[src/rtl/id_ex_stage.sv]
// ---------------------------------------------------------------------------
// id_ex_stage
//   Pipeline register between instruction decode and execute. Captures the
//   decoded operands, registers an ALU opcode derived from alu_op/funct3/
//   funct7_b5, and presents ALU operands to EX through a valid/ready
//   handshake. A saturating counter records cycles spent back-pressured.
//
// Configuration macro:
//   ID_EX_FORWARDING_EN - when defined, operand a and store_data are bypassed
//                         from EX/MEM (highest priority) or MEM/WB results.
//                         When undefined the exmem_*/memwb_* inputs are ignored.
//
// Ports:
//   clk, reset_n                    clock (rising edge), async active-low reset
//   in_valid / in_ready             decode-side handshake
//   rs1_data, rs2_data, imm         register-file reads and sign-extended imm
//   rs1, rs2, rd                    register indices
//   alu_src                         1 = operand b taken from imm
//   alu_op, funct3, funct7_b5       ALU decode inputs
//   flush                           kills the held instruction and any capture
//   exmem_*, memwb_*                forwarding sources
//   out_valid / out_ready           EX-side handshake
//   a, b, alu_ctl, store_data       ALU operands / opcode, store data
//   rd_out                          destination register
//   stall_cnt                       saturating back-pressure cycle count
// ---------------------------------------------------------------------------
module id_ex_stage (
    input  logic        clk,
    input  logic        reset_n,
    input  logic        in_valid,
    output logic        in_ready,
    input  logic [63:0] rs1_data,
    input  logic [63:0] rs2_data,
    input  logic [63:0] imm,
    input  logic [4:0]  rs1,
    input  logic [4:0]  rs2,
    input  logic [4:0]  rd,
    input  logic        alu_src,
    input  logic [1:0]  alu_op,
    input  logic [2:0]  funct3,
    input  logic        funct7_b5,
    input  logic        flush,
    input  logic        exmem_regwrite,
    input  logic        memwb_regwrite,
    input  logic [4:0]  exmem_rd,
    input  logic [4:0]  memwb_rd,
    input  logic [63:0] exmem_result,
    input  logic [63:0] memwb_result,
    output logic        out_valid,
    input  logic        out_ready,
    output logic [63:0] a,
    output logic [63:0] b,
    output logic [3:0]  alu_ctl,
    output logic [63:0] store_data,
    output logic [4:0]  rd_out,
    output logic [15:0] stall_cnt
);

    logic        out_valid_q, out_valid_d;
    logic [63:0] rs1_data_q, rs2_data_q, imm_q;
    logic [4:0]  rs1_q, rs2_q, rd_q;
    logic        alu_src_q;
    logic [3:0]  alu_ctl_q, alu_ctl_d;
    logic [15:0] stall_cnt_q, stall_cnt_d;
    logic        capture;
    logic [63:0] a_fwd, sd_fwd;

    assign in_ready = !out_valid_q || out_ready;
    // A flush in the same cycle suppresses the capture entirely.
    assign capture  = in_valid && in_ready && !flush;

    // ALU opcode decode; unlisted R-type funct3 values map to 1111 (ALU yields 0).
    always_comb begin
        alu_ctl_d = 4'b1111;
        case (alu_op)
            2'b00: alu_ctl_d = 4'b0010;
            2'b01: alu_ctl_d = 4'b0110;
            2'b10: begin
                case (funct3)
                    3'b000:  alu_ctl_d = funct7_b5 ? 4'b0110 : 4'b0010;
                    3'b111:  alu_ctl_d = 4'b0000;
                    3'b110:  alu_ctl_d = 4'b0001;
                    default: alu_ctl_d = 4'b1111;
                endcase
            end
            default: alu_ctl_d = 4'b1111;
        endcase
    end

    always_comb begin
        out_valid_d = out_valid_q;
        if (flush)
            out_valid_d = 1'b0;
        else if (capture)
            out_valid_d = 1'b1;
        else if (out_ready)
            out_valid_d = 1'b0;
    end

    always_comb begin
        stall_cnt_d = stall_cnt_q;
        if (out_valid_q && !out_ready && stall_cnt_q != 16'hFFFF)
            stall_cnt_d = stall_cnt_q + 16'd1;
    end

    always_ff @(posedge clk or negedge reset_n) begin
        if (!reset_n) begin
            out_valid_q <= 1'b0;
            rs1_data_q  <= '0;
            rs2_data_q  <= '0;
            imm_q       <= '0;
            rs1_q       <= '0;
            rs2_q       <= '0;
            rd_q        <= '0;
            alu_src_q   <= 1'b0;
            alu_ctl_q   <= 4'b0000;
            stall_cnt_q <= '0;
        end else begin
            out_valid_q <= out_valid_d;
            stall_cnt_q <= stall_cnt_d;
            // Fields only load on capture, which cannot happen while stalled,
            // so they stay stable under back-pressure.
            if (capture) begin
                rs1_data_q <= rs1_data;
                rs2_data_q <= rs2_data;
                imm_q      <= imm;
                rs1_q      <= rs1;
                rs2_q      <= rs2;
                rd_q       <= rd;
                alu_src_q  <= alu_src;
                alu_ctl_q  <= alu_ctl_d;
            end
        end
    end

`ifdef ID_EX_FORWARDING_EN
    // x0 is never forwarded; EX/MEM is newer than MEM/WB and wins.
    always_comb begin
        a_fwd = rs1_data_q;
        if (exmem_regwrite && exmem_rd == rs1_q && rs1_q != 5'd0)
            a_fwd = exmem_result;
        else if (memwb_regwrite && memwb_rd == rs1_q && rs1_q != 5'd0)
            a_fwd = memwb_result;
    end

    always_comb begin
        sd_fwd = rs2_data_q;
        if (exmem_regwrite && exmem_rd == rs2_q && rs2_q != 5'd0)
            sd_fwd = exmem_result;
        else if (memwb_regwrite && memwb_rd == rs2_q && rs2_q != 5'd0)
            sd_fwd = memwb_result;
    end
`else
    assign a_fwd  = rs1_data_q;
    assign sd_fwd = rs2_data_q;

    // Forwarding sources and register indices have no consumer in this build.
    logic unused_fwd_inputs;
    assign unused_fwd_inputs = ^{exmem_regwrite, memwb_regwrite, exmem_rd, memwb_rd,
                                 exmem_result, memwb_result, rs1_q, rs2_q};
`endif

    assign out_valid  = out_valid_q;
    assign a          = a_fwd;
    assign store_data = sd_fwd;
    assign b          = alu_src_q ? imm_q : sd_fwd;
    assign alu_ctl    = alu_ctl_q;
    assign rd_out     = rd_q;
    assign stall_cnt  = stall_cnt_q;

endmodule

[config.mk]
export PLATFORM = sky130hd
export DESIGN_NAME = id_ex_stage
export DESIGN_NICKNAME = d
export VERILOG_FILES = /design/src/rtl/id_ex_stage.sv
export SDC_FILE = /design/constraint.sdc
export NUM_CORES = 1
export LEC_CHECK = 0
export ABC_CLOCK_PERIOD_IN_PS = 1800
export BUFFER_PORTS_ARGS = -buffer_cell sky130_fd_sc_hd__buf_2
export CAP_MARGIN = 5
export CORE_AREA = 10 10 217 219
export DETAILED_ROUTE_END_ITERATION = 16
export DIE_AREA = 0 0 227 229
export RECOVER_POWER = 25
export SLEW_MARGIN = 5
export SYNTH_ARGS = -nofsm -noshare
export SYNTH_HDL_FRONTEND = slang
export SYNTH_SLANG_ARGS = --single-unit
[constraint.sdc]
create_clock -name clk -period 1.8 [get_ports clk]
set_input_delay 0.18 -clock clk [delete_from_list [all_inputs] [get_ports clk]]
set_output_delay 0.18 -clock clk [all_outputs]
set_load 0.02 [all_outputs]
==> impl_metrics.env <==
export IMPL_cp_end_kind="output pin"
export IMPL_cp_data_arrival_time_ns=1.80
export IMPL_status="finished with violations"
export IMPL_instances_no_fill=1855
export IMPL_track_usage=0.127
export IMPL_fin_util=0.364
export IMPL_r2r_start="out_valid"
export IMPL_clk_path_buf_depth=3
export IMPL_nNetsFinal=1644
export IMPL_gr_total_overflow=0
export IMPL_setup_tns_ns=-8.55
export IMPL_max_cap_violations=0
export IMPL_syn_cell_area_um2=9090
export IMPL_insertion_delay_ns=0.52
export IMPL_rows=76
export IMPL_violations="setup timing"
export IMPL_synthCells=589
export IMPL_ant_nets=0
export IMPL_cts_buffers=25
export IMPL_path_class="flop to output pin"
export IMPL_hold_class="input port to flop"
export IMPL_skew_ns=0.00968
export IMPL_worst_slack_ns=-0.180
export IMPL_grt_antenna_before_repair=7
export IMPL_path_common_cell="buf_12"
export IMPL_wirelength_um=35300
export IMPL_grt_pass1_vias=8555
export IMPL_num_vias=7714
export IMPL_gp_congestion=0.853
export IMPL_clkTransAtPathRegs_ns=0.06
export IMPL_cp_start_kind="flop"
export IMPL_synth_seq_area_share=0.603
export IMPL_synthDistinctLibCells=35
export IMPL_cpPeakStageDelay_ns=0.48
export IMPL_tightestPinTransition_ns=0.960
export IMPL_reg2reg_slack_ns=0.03
export IMPL_dp_cells=1590
export IMPL_hold_violations=0
export IMPL_dr_pass1_iters=4
export IMPL_cp_slowest_cell="dfrtp_4"
export IMPL_ios=578
export IMPL_rsz0062_at_grt="true"
export IMPL_placed_area_um2=12400
export IMPL_setup_viol=64
export IMPL_synth_seq_cells=219
export IMPL_stdcell_area_um2=15600
export IMPL_die_x_um=227
export IMPL_hold_depth=4
export IMPL_fmax_ghz=0.505
export IMPL_hold_ws_ns=0.0892
export IMPL_reg2regPathDepth=6
export IMPL_final_cell_mix="397 x buf_2, 264 x mux2_2, 215 x dfrtp_1, 203 x dlygate4sd3_1, 43 x buf_4"
export IMPL_post_route_min_period_ns=1.98
export IMPL_htreeDepth=1
export IMPL_layout_commonest_cell="buf_2"
export IMPL_grt_pass1_wl_um=52100
export IMPL_hold_end="alu_ctl[2]"
export IMPL_initial_core_util=0.213
export IMPL_wl_per_cell_um=19.0
export IMPL_die_area_um2=52000
export IMPL_vias_per_cell=4.16
export IMPL_synth_edf_count=0
export IMPL_core_area_um2=42700
export IMPL_vdd_drop_max_mv=0.894
export IMPL_syn_area_per_cell_um2=15.4
export IMPL_drc=0
export IMPL_ys_async_sr_fraction=1.00
export IMPL_dp_hpwl_um=25400
export IMPL_tritoncts="built"
export IMPL_yosysWarnings=0
export IMPL_cts_num_sinks=219
export IMPL_grt_max_degree=62
export IMPL_r2r_end="store_data[38]"
export IMPL_hold_start="funct7_b5"
export IMPL_powerDensity_nw_per_um2=1080
export IMPL_p_leak_nw=7.17
export IMPL_die_y_um=229
export IMPL_port_buffers=427
export IMPL_synth_fp_nets=949
export IMPL_crit_fanout=9
export IMPL_slew_headroom=0.360
export IMPL_syn2layout_area_growth_pct=71.1
export IMPL_post_route_period_util=1.10
export IMPL_drv_slew=0
export IMPL_required_ns=1.62
export IMPL_cts_root_buffer="clkbuf_16"
export IMPL_ys_flop_type="dfrtp_1"
export IMPL_critPathTopFamily="flip-flops"
export IMPL_crit_chain="buf_12, buf_12, mux2_2, buf_4"
export IMPL_path_buf_inv=3
export IMPL_layout_drive_gt1_share=0.616
export IMPL_drt_iter0_drc=308
layer usage:
layer	routed length (um)	GRT usage	up-vias	part of all wire
met3	3080	0.0371	46	0.087
met5	13	0	-	0.00037
met1	14300	0.157	3841	0.41
li1	-	-	3541	-
met2	17200	0.212	284	0.49
met4	717	0.0358	2	0.020
tightest hold or removal path, stage by stage:
cell and delay, ns:
buf_2 0.08, or2_2 0.09, a31oi_1 0.08, a21oi_1 0.14
cell type report:
class                   instances  area, um2
multi-input cells             336       3500
clock inverters                 6       86.3
flip-flops and latches        219       5490
diodes                          8       20.0
clock buffers                  38        744
fillers                      4057      27100
well taps                     546        683
inverters                       4       17.5
repair buffers                698       5020
cells in the mapped netlist (2+ instances only):
master | count | area share
a21oi_1 | 3 | 0.0017
buf_2 | 23 | 0.013
clkbuf_1 | 7 | 0.0029
dfrtp_1 | 219 | 0.60
inv_1 | 3 | 0.0012
mux2_2 | 264 | 0.33
nand2_1 | 7 | 0.0029
nand3_1 | 7 | 0.0039
nand4_1 | 4 | 0.0028
nor2_1 | 7 | 0.0029
nor3_1 | 6 | 0.0033
nor3b_1 | 2 | 0.0017
nor4_1 | 3 | 0.0021
nor4_2 | 2 | 0.0028
o21ai_0 | 2 | 0.0011
or3_1 | 2 | 0.0014
xnor2_1 | 4 | 0.0039
xor2_1 | 7 | 0.0067
where the power goes:
group | leakage (nW) | internal, W | switching [W]
logic | 4.18 | 0.00257 | 0.00279
clock network | 0.406 | 0.00312 | 0.00203
registers | 2.59 | 0.00577 | 0.000565
how the worst max path moves through the flow:
stage               depth (start not counted)             to         start
CTS                                         4          b[14]     alu_src_q
finish                                      4          b[14]     alu_src_q
global route                                4          b[14]     alu_src_q
floorplan                                   5   stall_cnt[2]  stall_cnt[0]
global placement                            5      imm_q[57]     out_valid
detailed placement                          5  store_data[9]     out_valid
kinds of logic (layout without fill, tap and decap cells):
family	count (synthesis)	after routing	share of synthesized area
adder cells (fa/ha/maj)	1	1	0.00138
other	0	8	0
XOR/XNOR	11	11	0.0106
AO/OA/AOI/OAI	11	11	0.00771
multiplexers	265	265	0.328
AND/OR/NAND/NOR	48	48	0.0321
buffers and inverters	34	746	0.0175
flip-flops	219	219	0.603
registers in the layout, summed over array words and instances, names as in the netlist:
name        flops
a              64
alu_ctl         4
alu_src_q       1
imm_q          64
out_valid       1
rd_out          5
stall_cnt      16
store_data     64
timing repair:
item                                    CTS  global route
endpoints found under the setup margin  132           187
setup buffers                             2             3
gates cloned                              1             4
endpoints found under the hold margin   246             0
hold buffers                            203             0
pin swaps                                 0             6
gates resized for setup                  32            43
through the flow:
stage | power, W | setup WS, ns
finish | 0.0168 | -0.180
global route | 0.0177 | -0.232
CTS | 0.0169 | -0.228
detailed placement | 0.0112 | -0.0248
global placement | 0.0111 | 0.00988
floorplan | 0.00902 | 0.0141
(Power assumes the default switching activity.)
